[src/rtl/yuv_rgb_pkg.sv]
// Shared constants, pixel layouts and the output clamp for the
// BT.601 studio-range YUV to full-range RGB conversion.
package yuv_rgb_pkg;

  // Studio-range offsets removed from luma and chroma before scaling
  localparam int Y_OFS = 16;
  localparam int C_OFS = 128;

  // Fixed-point coefficients in units of 1/256
  localparam int K_Y        = 298;
  localparam int K_RV       = 409;
  localparam int K_GU       = 100;
  localparam int K_GV       = 208;
  localparam int K_BU       = 516;
  localparam int COEF_SHIFT = 8;
  localparam int ROUND      = 128;

  // Width of products and sums; large enough for every in-range combination
  localparam int PROD_W = 20;
  localparam int PIX_W  = 32;

  typedef struct packed {
    logic [7:0] pad;
    logic [7:0] y;
    logic [7:0] u;
    logic [7:0] v;
  } yuv_pix_t;

  typedef struct packed {
    logic [7:0] pad;
    logic [7:0] r;
    logic [7:0] g;
    logic [7:0] b;
  } rgb_pix_t;

  // Saturate a scaled channel value into the 0..255 byte range
  function automatic logic [7:0] clamp_u8(input logic signed [PROD_W-1:0] x);
    if (x < 20'sd0) begin
      return 8'h00;
    end else if (x > 20'sd255) begin
      return 8'hFF;
    end else begin
      return x[7:0];
    end
  endfunction

endpackage

[src/rtl/yuv2rgb_pixel_pipe.sv]
// Datapath for one 32-bit pixel lane: offset removal, coefficient
// products, then rounded sums with clamping. Load enables come from
// the top-level valid/ready control; this block holds no valid state.
module yuv2rgb_pixel_pipe
  import yuv_rgb_pkg::*;
(
  input  logic              aclk,
  input  logic              aresetn,
  input  logic              i_en1,
  input  logic              i_en2,
  input  logic              i_en3,
  input  logic [PIX_W-1:0]  i_pix,
  output logic [PIX_W-1:0]  o_pix
);

  yuv_pix_t w_in;
  assign w_in = yuv_pix_t'(i_pix);

  // The top byte of an input lane carries no information and is dropped
  logic w_unused_pad;
  assign w_unused_pad = ^w_in.pad;

  logic signed [9:0] w_yd;
  logic signed [8:0] w_ud;
  logic signed [8:0] w_vd;
  assign w_yd = {2'b00, w_in.y} - 10'(Y_OFS);
  assign w_ud = {1'b0, w_in.u} - 9'(C_OFS);
  assign w_vd = {1'b0, w_in.v} - 9'(C_OFS);

  logic signed [9:0] r_yd;
  logic signed [8:0] r_ud;
  logic signed [8:0] r_vd;

  // Stage 1: capture the offset-removed luma and chroma
  always_ff @(posedge aclk or negedge aresetn) begin
    if (!aresetn) begin
      r_yd <= '0;
      r_ud <= '0;
      r_vd <= '0;
    end else if (i_en1) begin
      r_yd <= w_yd;
      r_ud <= w_ud;
      r_vd <= w_vd;
    end
  end

  logic signed [PROD_W-1:0] w_yd_x;
  logic signed [PROD_W-1:0] w_ud_x;
  logic signed [PROD_W-1:0] w_vd_x;
  assign w_yd_x = {{(PROD_W-10){r_yd[9]}}, r_yd};
  assign w_ud_x = {{(PROD_W-9){r_ud[8]}}, r_ud};
  assign w_vd_x = {{(PROD_W-9){r_vd[8]}}, r_vd};

  logic signed [PROD_W-1:0] r_py;
  logic signed [PROD_W-1:0] r_prv;
  logic signed [PROD_W-1:0] r_pgu;
  logic signed [PROD_W-1:0] r_pgv;
  logic signed [PROD_W-1:0] r_pbu;

  // Stage 2: register the five coefficient products (green terms negated)
  always_ff @(posedge aclk or negedge aresetn) begin
    if (!aresetn) begin
      r_py  <= '0;
      r_prv <= '0;
      r_pgu <= '0;
      r_pgv <= '0;
      r_pbu <= '0;
    end else if (i_en2) begin
      r_py  <= w_yd_x * 20'(K_Y);
      r_prv <= w_vd_x * 20'(K_RV);
      r_pgu <= -(w_ud_x * 20'(K_GU));
      r_pgv <= -(w_vd_x * 20'(K_GV));
      r_pbu <= w_ud_x * 20'(K_BU);
    end
  end

  logic signed [PROD_W-1:0] w_r_sum;
  logic signed [PROD_W-1:0] w_g_sum;
  logic signed [PROD_W-1:0] w_b_sum;
  logic signed [PROD_W-1:0] w_r_sh;
  logic signed [PROD_W-1:0] w_g_sh;
  logic signed [PROD_W-1:0] w_b_sh;
  assign w_r_sum = r_py + r_prv + 20'(ROUND);
  assign w_g_sum = r_py + r_pgu + r_pgv + 20'(ROUND);
  assign w_b_sum = r_py + r_pbu + 20'(ROUND);
  assign w_r_sh  = w_r_sum >>> COEF_SHIFT;
  assign w_g_sh  = w_g_sum >>> COEF_SHIFT;
  assign w_b_sh  = w_b_sum >>> COEF_SHIFT;

  rgb_pix_t r_out;

  // Stage 3: rounded, scaled and clamped RGB with the pad byte zeroed
  always_ff @(posedge aclk or negedge aresetn) begin
    if (!aresetn) begin
      r_out <= '0;
    end else if (i_en3) begin
      r_out.pad <= 8'h00;
      r_out.r   <= clamp_u8(w_r_sh);
      r_out.g   <= clamp_u8(w_g_sh);
      r_out.b   <= clamp_u8(w_b_sh);
    end
  end

  assign o_pix = r_out;

endmodule

[src/rtl/yuv444_to_rgb.sv]
// Packed 4:4:4 YUV to XRGB8888 stream converter. Three register stages
// with per-stage valid; a stage loads whenever it is empty or the stage
// after it is moving, so bubbles collapse while the output is stalled.
module yuv444_to_rgb
  import yuv_rgb_pkg::*;
#(
  parameter int DATA_WIDTH = 64,
  parameter int ID_WIDTH   = 4,
  parameter int DEST_WIDTH = 4,
  parameter int USER_WIDTH = 4
) (
  input  logic                    aclk,
  input  logic                    aresetn,

  input  logic                    src_t_valid,
  output logic                    src_t_ready,
  input  logic [DATA_WIDTH-1:0]   src_t_data,
  input  logic [DATA_WIDTH/8-1:0] src_t_strb,
  input  logic [DATA_WIDTH/8-1:0] src_t_keep,
  input  logic                    src_t_last,
  input  logic [ID_WIDTH-1:0]     src_t_id,
  input  logic [DEST_WIDTH-1:0]   src_t_dest,
  input  logic [USER_WIDTH-1:0]   src_t_user,

  output logic                    dst_t_valid,
  input  logic                    dst_t_ready,
  output logic [DATA_WIDTH-1:0]   dst_t_data,
  output logic [DATA_WIDTH/8-1:0] dst_t_strb,
  output logic [DATA_WIDTH/8-1:0] dst_t_keep,
  output logic                    dst_t_last,
  output logic [ID_WIDTH-1:0]     dst_t_id,
  output logic [DEST_WIDTH-1:0]   dst_t_dest,
  output logic [USER_WIDTH-1:0]   dst_t_user
);

  localparam int PIXELS = DATA_WIDTH / PIX_W;

  typedef struct packed {
    logic                    last;
    logic [DATA_WIDTH/8-1:0] keep;
    logic [DATA_WIDTH/8-1:0] strb;
    logic [ID_WIDTH-1:0]     id;
    logic [DEST_WIDTH-1:0]   dest;
    logic [USER_WIDTH-1:0]   user;
  } side_t;

  logic r_v1;
  logic r_v2;
  logic r_v3;
  logic w_rdy1;
  logic w_rdy2;
  logic w_rdy3;

  assign w_rdy3      = !r_v3 || dst_t_ready;
  assign w_rdy2      = !r_v2 || w_rdy3;
  assign w_rdy1      = !r_v1 || w_rdy2;
  assign src_t_ready = w_rdy1;
  assign dst_t_valid = r_v3;

  // Advance the per-stage valid bits; a ready stage takes its predecessor's valid
  always_ff @(posedge aclk or negedge aresetn) begin
    if (!aresetn) begin
      r_v1 <= 1'b0;
      r_v2 <= 1'b0;
      r_v3 <= 1'b0;
    end else begin
      if (w_rdy1) r_v1 <= src_t_valid;
      if (w_rdy2) r_v2 <= r_v1;
      if (w_rdy3) r_v3 <= r_v2;
    end
  end

  side_t w_sb_in;
  side_t r_sb1;
  side_t r_sb2;
  side_t r_sb3;

  assign w_sb_in = '{last: src_t_last, keep: src_t_keep, strb: src_t_strb,
                     id: src_t_id, dest: src_t_dest, user: src_t_user};

  // Carry sideband fields alongside the pixel data with the same load enables
  always_ff @(posedge aclk or negedge aresetn) begin
    if (!aresetn) begin
      r_sb1 <= '0;
      r_sb2 <= '0;
      r_sb3 <= '0;
    end else begin
      if (w_rdy1) r_sb1 <= w_sb_in;
      if (w_rdy2) r_sb2 <= r_sb1;
      if (w_rdy3) r_sb3 <= r_sb2;
    end
  end

  logic [DATA_WIDTH-1:0] w_dst_data;

  for (genvar p = 0; p < PIXELS; p++) begin : g_lane
    yuv2rgb_pixel_pipe u_pipe (
      .aclk    (aclk),
      .aresetn (aresetn),
      .i_en1   (w_rdy1),
      .i_en2   (w_rdy2),
      .i_en3   (w_rdy3),
      .i_pix   (src_t_data[p*PIX_W +: PIX_W]),
      .o_pix   (w_dst_data[p*PIX_W +: PIX_W])
    );
  end

  assign dst_t_data = w_dst_data;
  assign dst_t_last = r_sb3.last;
  assign dst_t_keep = r_sb3.keep;
  assign dst_t_strb = r_sb3.strb;
  assign dst_t_id   = r_sb3.id;
  assign dst_t_dest = r_sb3.dest;
  assign dst_t_user = r_sb3.user;

endmodule
[config.mk]
export PLATFORM = sky130hd
export DESIGN_NAME = yuv444_to_rgb
export DESIGN_NICKNAME = d
export VERILOG_FILES = /design/src/rtl/yuv_rgb_pkg.sv /design/src/rtl/yuv2rgb_pixel_pipe.sv /design/src/rtl/yuv444_to_rgb.sv
export SDC_FILE = /design/constraint.sdc
export NUM_CORES = 1
export LEC_CHECK = 0
export CAP_MARGIN = 25
export CORE_MARGIN = 4
export CORE_UTILIZATION = 50
export DETAILED_ROUTE_END_ITERATION = 10
export PLACE_DENSITY = 0.8
export SYNTH_ARGS = -nofsm -noshare
export SYNTH_HDL_FRONTEND = slang
export SYNTH_HIERARCHICAL = 1
export SYNTH_SLANG_ARGS = --single-unit
[constraint.sdc]
create_clock -name aclk -period 5.3 [get_ports aclk]
set_input_delay 1.06 -clock aclk [delete_from_list [all_inputs] [get_ports aclk]]
set_output_delay 1.06 -clock aclk [all_outputs]
set_load 0.01 [all_outputs]
==> reports/metrics.yaml, run 1 <==
status: "completed"
slew_viol_final: 0
cts-htree-levels: 2
worstSetupPathType: "reg2reg"
drv_cap: 0
path_clk_slew_ns: 0.06
grt_pass1_vias: 20590
synthFlopType: "dfrtp_1"
final_area_um2: 32970
cts_inserted_buffers: 44
synth-compound-area-share: 0.1084
drive_gt1_frac: 0.1021
dieWidth_um: 249.4
synth_top_family_by_area: "adder cells"
post-cts-setup-buffer-count: 0
tns_ns: 0
insertedDiodeCount: 0
power_density_nw_per_um2: 661.6
start_util: 0.5050
synth-simple-area-share: 0.08245
synthCells: 2853
synth.distinct_cells: 89
drtIter0Drc: 1180
nNetsFinal: 3727
crit_path_top_delay_cell: "fa_1"
synth_xor_area_frac: 0.05647
numPortBuffers: 159
synth_edf_count: 0
slew_headroom: 0.3205
num_rows: 88
avgSynthCellArea_um2: 10.21
grt_overflow_total: 0
ys_seq_elements: 362
worst_slew_pin_slew_ns: 1.017
grt_usage: 0.2025
fillers: 4823
area_growth_pct: 13.15
placed_area_um2: 31550
cp-start-kind: "flip-flop"
antenna_found_initial: 3
gp_congestion: 0.8788
route.detailed.drc: 0
cp_max_fo: 5
first_pass_iters: 5
wl_per_cell_um: 16.46
yosys_warnings: 6
max-vdd-ir-drop_mv: 0.6952
most-common-layout-cells: "510 x ha_1, 437 x inv_1, 362 x dfrtp_1"
io_pins: 192
viasPerCell: 5.364
die_y_um: 249.4
wirelength_mm: 62.76
cts-resized-gates: 0
grt_max_degree: 141
crit_required_ns: 5.73
setup_violations: 0
arrival_ns: 5.32
dp.cells: 3733
dp_hpwl_mm: 48.81
hold_buffers: 0
rrSetupSlack_ns: 0.41
grt_pass1_wl_mm: 105.2
ys_seq_area_frac: 0.3109
die_area_um2: 62200
rsz0062_at_grt: "false"
yosys.area_share.adder: 0.2918
clock_latency_ns: 0.56
fin_crit_sh: 0.9219
total_power_mw: 21.81
p_leak_nw: 16.45
path_cells: "ha_1 > ha_1 > inv_1 > fa_1 > fa_1 > inv_1 > ha_1 > fa_1 > a21o_1 > a21oi_1 > nor2b_1 > o21a_1 > nor3_1 > o31ai_1 > o41ai_1 > xnor2_1 > mux2_2"
timing.fmax_ghz: 0.2047
cp-end-kind: "flip-flop"
syn_area_um2: 29140
ant_nets: 0
finalClockSkew_ns: 0.01475
clock_sinks: 362
final_cells: 3812
period_minus_slack_ns: 4.886
core_area_um2: 57700
vias: 20450
cts-root-buf: "clkbuf_16"
mostFrequentLayoutCell: "ha_1"
synthMuxAreaShare: 0.08112
clockBufferDepth: 3
hp-class: "in2async"
critPathMaxStageDelay_ns: 0.51
final-hold-violation-count: 0
synthArstFlopShare: 1.000
cts_tree: "done"
cells in the mapped netlist, types with 6 or more instances:
cell type / count / area, um^2
o21ai_1: 6 / 30.03
xor2_1: 54 / 473.0
inv_1: 438 / 1644
o221a_2: 16 / 180.2
nand2_1: 138 / 518.0
nor2b_1: 33 / 206.5
a21oi_1: 117 / 585.6
a21o_1: 31 / 232.7
o21bai_1: 8 / 60.06
mux2_4: 28 / 420.4
xnor2_1: 132 / 1156
o31ai_1: 10 / 75.07
or3_1: 20 / 125.1
buf_2: 6 / 30.03
a31oi_1: 15 / 93.84
o21a_1: 23 / 172.7
nand3_1: 38 / 190.2
or2_2: 11 / 68.82
mux2_2: 149 / 1678
dfrtp_1: 362 / 9059
o22ai_1: 11 / 68.82
nand2b_1: 23 / 143.9
fa_1: 106 / 2122
buf_4: 19 / 142.6
mux2i_1: 22 / 220.2
nor4_1: 8 / 50.05
nor3_1: 39 / 195.2
ha_1: 510 / 6381
o21ai_0: 155 / 775.7
nand4_1: 14 / 87.58
a211oi_1: 20 / 150.1
a22oi_1: 18 / 135.1
o211ai_1: 12 / 90.09
and3_1: 15 / 93.84
nor2_1: 107 / 401.6
and2_1: 7 / 43.79
clkbuf_1: 42 / 157.7
per-layer routing:
metal | up-vias | global-route usage | share of wire
met2 | 418 | 0.3248 | 0.46
met5 | - | 0 | 0.00043
met4 | 4 | 0.05435 | 0.025
met1 | 9879 | 0.2890 | 0.47
met3 | 103 | 0.03033 | 0.050
li1 | 10050 | - | -
flip-flops by register name, summed over array words and instances, names as in the netlist, 16 cells and up:
signal	cells
g_lane.u_pipe/r_pbu	34
r_sb1	29
g_lane.u_pipe/r_yd	18
g_lane.u_pipe/r_pgu	36
r_sb2	29
g_lane.u_pipe/o_pix	48
g_lane.u_pipe/r_vd	16
g_lane.u_pipe/r_py	36
g_lane.u_pipe/r_prv	38
g_lane.u_pipe/r_ud	16
g_lane.u_pipe/r_pgv	30
worst max-delay path, delay by kind of cell (launching register included):
family          cells  cell delay, ns
compound gates      5            1.09
xor+xnor            1            0.11
mux                 1            0.28
buf+inv             2            0.09
flops               1            0.44
fa+ha+maj           6            2.46
simple gates        2            0.29
worst paths after layout:
check | cells after the start | from | to
max in group asynchronous | 2 | aresetn | r_sb1[21]
worst max-delay path | 17 | g_lane[1].u_pipe/r_vd[4] | g_lane[1].u_pipe/r_prv[18]
worst min-delay path | 1 | aresetn | g_lane[1].u_pipe/o_pix[20]
worst min register to register | 1 | r_v1 | r_v2
min in group aclk | 1 | r_v1 | r_v2
worst max register to register | 17 | g_lane[1].u_pipe/r_vd[4] | g_lane[1].u_pipe/r_prv[18]
cells by family (layout without fill, tap and decap cells):
group | count (synthesis) | after routing
muxes | 203 | 203
adders and majority gates | 616 | 616
other | 2 | 16
AOI/OAI and AO/OA | 490 | 490
xor gates and xnor gates | 187 | 187
buffers and inverters | 511 | 691
DFF | 362 | 362
and+or+nand+nor | 482 | 482
layout make-up:
| cell class | instances | area (um^2) | area share |
|---|---|---|---|
| Inverter | 439 | 1648 | 0.04999 |
| Clock buffer | 65 | 1281 | 0.03887 |
| Timing Repair Buffer | 173 | 1752 | 0.05314 |
| Sequential cell | 362 | 9059 | 0.2748 |
| Clock inverter | 14 | 136.4 | 0.004137 |
| Tap cell | 765 | 957.2 | 0.02904 |
| Multi-Input combinational cell | 1994 | 18130 | 0.5500 |
through the flow:
stage                     setup WS [ns]  utilization  hold WS (ns)
final                            0.4142       0.5714        0.4691
after detailed placement         0.4565       0.5468        0.4565
after floorplan                  0.7545            -        0.4349
after global placement           0.4959       0.5468        0.4380
after CTS                        0.4171       0.5714        0.4718
after global routing             0.1332       0.5714        0.5004
power by group:
| group | switching, mW | internal, mW | total (mW) | leakage (nW) |
|---|---|---|---|---|
| Clock | 1.19 | 1.77 | 2.96 | 0.695 |
| Sequential | 0.673 | 3.68 | 4.35 | 4.26 |
| Combinational | 7.93 | 6.56 | 14.5 | 11.5 |
| Total | 9.80 | 12.0 | 21.8 | 16.5 |
Power figures use the tool's default switching activity.
==> run 2, diff against run 1 <==
--- a/config.mk
+++ b/config.mk
@@ -9,7 +9,8 @@
 export CORE_MARGIN = 4
 export CORE_UTILIZATION = 50
 export DETAILED_ROUTE_END_ITERATION = 10
-export PLACE_DENSITY = 0.8
+export GPL_ROUTABILITY_DRIVEN = 0
+export PLACE_DENSITY = 0.72
 export SYNTH_ARGS = -nofsm -noshare
 export SYNTH_HDL_FRONTEND = slang
 export SYNTH_HIERARCHICAL = 1
==> reports/metrics.yaml, run 2 (synthesis gave the netlist of run 1 again) <==
power_density_nw_per_um2: 680.5
slew_viol_final: 0
hp-class: "in2async"
drive_gt1_frac: 0.1030
fin_crit_sh: 0.9394
hold_buffers: 0
rsz0062_at_grt: "false"
drtIter0Drc: 1091
largest_register_ffs: 48
wl_per_cell_um: 17.29
cts_inserted_buffers: 45
grt_max_degree: 191
grt_pass1_wl_mm: 109.0
io_pins: 192
max-vdd-ir-drop_mv: 0.4829
rr_worst_depth: 17
rrSetupSlack_ns: 0.32
status: "completed"
clockBufferDepth: 3
setup_violations: 0
drv_cap: 0
dieWidth_um: 249.4
crit_required_ns: 5.75
cp-end-kind: "flip-flop"
path_clk_slew_ns: 0.06
grt_overflow_total: 0
numPortBuffers: 159
cp_max_fo: 5
cts-root-buf: "clkbuf_16"
worst_slew_pin_slew_ns: 1.026
critPathMaxStageDelay_ns: 0.52
area_growth_pct: 13.76
clock_sinks: 362
fillers: 4880
arrival_ns: 5.43
wirelength_mm: 65.98
finalClockSkew_ns: 0.01626
ant_nets: 0
grt_usage: 0.2111
route.detailed.drc: 0
top_layer_used: "met5"
clock_latency_ns: 0.58
tns_ns: 0
cts-resized-gates: 0
wl_met2_mm: 31.42
most-common-layout-cells: "510 x ha_1, 438 x inv_1, 362 x dfrtp_1"
r2r-start: "g_lane[1].u_pipe/r_vd[4]"
cp-start-kind: "flip-flop"
dp_hpwl_mm: 51.94
period_minus_slack_ns: 4.979
mostFrequentLayoutCell: "ha_1"
cts_tree: "done"
timing.rr.end: "g_lane[1].u_pipe/r_prv[18]"
core_area_um2: 57700
path_cells: "ha_1 > ha_1 > inv_1 > fa_1 > fa_1 > inv_1 > ha_1 > fa_1 > a21o_1 > a21oi_1 > nor2b_1 > o21a_1 > nor3_1 > o31ai_1 > o41ai_1 > xnor2_1 > mux2_2"
total_power_mw: 22.56
first_pass_iters: 5
cpLargestDelayFamily: "adder cells"
crit_path_top_delay_cell: "fa_1"
post-cts-setup-buffer-count: 0
timing.fmax_ghz: 0.2009
wl_met1_mm: 29.76
p_leak_nw: 16.53
start_util: 0.5050
worstSetupPathType: "reg2reg"
grt_pass1_vias: 21360
cts-htree-levels: 2
viasPerCell: 5.450
multiInputGateArea_um2: 18130
vias: 20800
routed-wl-met3_mm: 3.284
die_area_um2: 62200
antenna_found_initial: 3
slew_headroom: 0.3157
area.sequential_um2: 9059
die_y_um: 249.4
final-hold-violation-count: 0
num_rows: 88
critical_path_buf_inv_count: 2
nNetsFinal: 3729
-- run 2: cell types whose count changed in the layout (fill, tap and decap cells not counted), moves of 2 or more --
cell	delta
clkinv_2	-5
diode_2	+2
clkinv_8	+2
bufinv_16	+5
buf_4	+2
clkbuf_8	+3
-- run 2: layer usage --
metal  vias to the layer above  GRT usage
met5                         -          0
met4                         2    0.05802
met3                        96    0.03324
met2                       388     0.3550
met1                     10270     0.2858
li1                      10050          -
-- run 2: worst register-to-register path: stages, from the launching register on --
cell and delay, ns:
dfrtp_1 0.46, ha_1 0.38, ha_1 0.31, inv_1 0.05
fa_1 0.47, fa_1 0.52, inv_1 0.04, ha_1 0.32
fa_1 0.49, a21o_1 0.21, a21oi_1 0.23, nor2b_1 0.08
o21a_1 0.19, nor3_1 0.22, o31ai_1 0.16, o41ai_1 0.34
xnor2_1 0.11, mux2_2 0.28
-- run 2: metrics by stage --
step | util | cell area [um^2] | setup WS (ns) | hold slack [ns] | instances
5_1_grt | 0.5744 | 33140 | 0.07719 | 0.4574 | 3815
2_1_floorplan | - | 29190 | 0.7545 | 0.4349 | 2867
3_5_place_dp | 0.5467 | 31540 | 0.4004 | 0.4720 | 3734
4_1_cts | 0.5744 | 33140 | 0.3557 | 0.4327 | 3815
6_report | 0.5745 | 33140 | 0.3213 | 0.4308 | 3817
3_3_place_gp | 0.5467 | 31540 | 0.4455 | 0.4488 | 3734
-- run 2: power by group --
part           switching [mW]  internal (mW)  leakage, nW
logic                    8.30           6.58         11.5
registers               0.731           3.68         4.26
clock network            1.20           2.06        0.776
-- run 2: how the worst max path moves through the flow --
stage,start,to,slack (ns),cells past startpoint
3_3_place_gp,g_lane[1].u_pipe/r_vd[4],g_lane[1].u_pipe/r_prv[18],0.45,17
2_1_floorplan,g_lane[1].u_pipe/r_vd[3],g_lane[1].u_pipe/r_prv[18],0.75,17
3_5_place_dp,g_lane[1].u_pipe/r_vd[4],g_lane[1].u_pipe/r_prv[18],0.40,17
6_report,g_lane[1].u_pipe/r_vd[4],g_lane[1].u_pipe/r_prv[18],0.32,17
4_1_cts,g_lane[1].u_pipe/r_vd[4],g_lane[1].u_pipe/r_prv[18],0.36,17
5_1_grt,g_lane[1].u_pipe/r_vd[4],g_lane[1].u_pipe/r_prv[18],0.08,17
-- run 2: area by class of cell --
type	instances	share of cell area
multi-input cells	1994	0.5471
flip-flops and latches	362	0.2733
repair buffers	174	0.05270
inverters	439	0.04972
clock buffers	67	0.03979
well taps	765	0.02888
clock inverters	14	0.008381
diodes	2	0.0001510
==> run 3, diff against run 2 <==
--- a/config.mk
+++ b/config.mk
@@ -6,6 +6,7 @@
 export NUM_CORES = 1
 export LEC_CHECK = 0
 export CAP_MARGIN = 25
+export CORE_ASPECT_RATIO = 1.25
 export CORE_MARGIN = 4
 export CORE_UTILIZATION = 50
 export DETAILED_ROUTE_END_ITERATION = 10
==> reports/metrics.yaml, run 3 (synthesis gave the netlist of run 1 again) <==
post-cts-setup-buffer-count: 0
arrival_ns: 5.40
crit_path_top_delay_cell: "fa_1"
cts-root-buf: "clkbuf_16"
hp-start: "r_v1"
final-hold-violation-count: 0
drtIter0Drc: 998
timing.fmax_ghz: 0.2023
dp_hpwl_mm: 53.52
nNetsFinal: 3730
drive_gt1_frac: 0.1053
core_area_um2: 57510
rrSetupSlack_ns: 0.36
worstSetupPathType: "reg2reg"
die_area_um2: 62220
largest_register_ffs: 48
dp.cells: 3723
clkPwrFrac: 0.139
rsz0062_at_grt: "false"
max-vdd-ir-drop_mv: 0.6742
first_pass_iters: 5
io_pins: 192
status: "completed"
num_rows: 98
fillers: 4800
cp_max_fo: 5
viasPerCell: 5.464
cts_tree: "done"
antenna_found_initial: 1
period_minus_slack_ns: 4.943
cts-htree-levels: 2
ant_nets: 0
drv_cap: 0
crit_start: "g_lane[1].u_pipe/r_vd[4]"
wl_per_cell_um: 17.88
grt_pass1_vias: 22140
crit_required_ns: 5.76
dieWidth_um: 223.9
r2r-start: "g_lane[1].u_pipe/r_vd[4]"
p_sw_frac: 0.4518
fin_util: 0.5747
area_growth_pct: 13.44
final_cells: 3799
crit_path_end: "g_lane[1].u_pipe/r_prv[18]"
hold_buffers: 0
p_switching_mw: 9.939
wirelength_mm: 67.94
grt_overflow_total: 0
p_int_mw: 12.06
vias: 20760
start_util: 0.5066
cp.depth: 17
mostFrequentLayoutCell: "ha_1"
timing.rr.end: "g_lane[1].u_pipe/r_prv[18]"
cts-resized-gates: 0
setup_violations: 0
route.detailed.drc: 0
cts_inserted_buffers: 42
slew_headroom: 0.3283
most-common-layout-cells: "510 x ha_1, 437 x inv_1, 362 x dfrtp_1"
numPortBuffers: 159
rr_worst_depth: 17
fin_crit_sh: 0.9326
cpLargestDelayFamily: "adder cells"
power_frac_comb: 0.661
path_cells: "ha_1 > ha_1 > inv_1 > fa_1 > fa_1 > inv_1 > ha_1 > fa_1 > a21o_1 > a21oi_1 > nor2b_1 > o21a_1 > nor3_1 > o31ai_1 > o41ai_1 > xnor2_1 > mux2_2"
path_clk_slew_ns: 0.06
finalClockSkew_ns: 0.03414
grt_pass1_wl_mm: 111.8
cp-end-kind: "flip-flop"
seqPwrFrac: 0.200
whs_ns: 0.4715
slew_viol_final: 0
clockBufferDepth: 3
critical_path_buf_inv_count: 2
tns_ns: 0
grt_usage: 0.2198
hp-class: "reg2reg"
p_leak_nw: 16.50
clock_sinks: 362
clock_latency_ns: 0.59
cp-start-kind: "flip-flop"
power_density_nw_per_um2: 665.6
die_y_um: 277.9
critPathMaxStageDelay_ns: 0.52
grt_max_degree: 138
worst_slew_pin_slew_ns: 1.008
## run 3: metrics by stage
stage               power, mW  setup WS, ns  area, um^2
global placement        18.15        0.4681       31580
global route            24.12       0.09587       33050
finish                  22.00        0.3570       33050
floorplan               15.04        0.7545       29190
CTS                     22.08        0.4038       33050
detailed placement      18.81        0.4222       31580
## run 3: layout make-up
type | instances | area, um^2 | area share
Multi-Input combinational cell | 1994 | 18130 | 0.5486
Inverter | 439 | 1648 | 0.04986
Clock inverter | 19 | 255.2 | 0.007723
Clock buffer | 56 | 1214 | 0.03672
Sequential cell | 362 | 9059 | 0.2741
Timing Repair Buffer | 178 | 1802 | 0.05451
Tap cell | 750 | 938.4 | 0.02839
Antenna cell | 1 | 2.502 | 0.00007571
## run 3: worst min-delay path by stage
| stage | endpoint | slack, ns | cells past startpoint |
|---|---|---|---|
| final | r_v2 | 0.47 | 1 |
| after global routing | r_v2 | 0.50 | 1 |
| after CTS | r_v2 | 0.49 | 1 |
| after detailed placement | r_v2 | 0.47 | 1 |
| after global placement | r_v2 | 0.46 | 1 |
| after floorplan | r_v2 | 0.43 | 1 |
## run 3: routing by layer
metal	share of wire	vias to the layer above	global-route usage
met1	0.38	10170	0.2458
li1	-	10040	-
met5	0	-	0
met2	0.53	385	0.4089
met3	0.034	167	0.02879
met4	0.056	0	0.1058
## run 3: power groups by stage
stage          Clock (mW)  Combinational, mW  Sequential (mW)
6_report             3.06               14.5             4.40
3_5_place_dp            0               14.4             4.46
4_1_cts              3.16               14.5             4.42
3_3_place_gp            0               13.7             4.42
5_1_grt              3.26               16.4             4.49
2_1_floorplan           0               10.8             4.24
## run 3: worst reg2reg max path, cell delays in order (launching register included)
cell	delay [ns]
dfrtp_1	0.45
ha_1	0.38
ha_1	0.30
inv_1	0.05
fa_1	0.48
fa_1	0.52
inv_1	0.04
ha_1	0.33
fa_1	0.47
a21o_1	0.20
a21oi_1	0.22
nor2b_1	0.08
o21a_1	0.18
nor3_1	0.24
o31ai_1	0.16
o41ai_1	0.36
xnor2_1	0.10
mux2_2	0.27
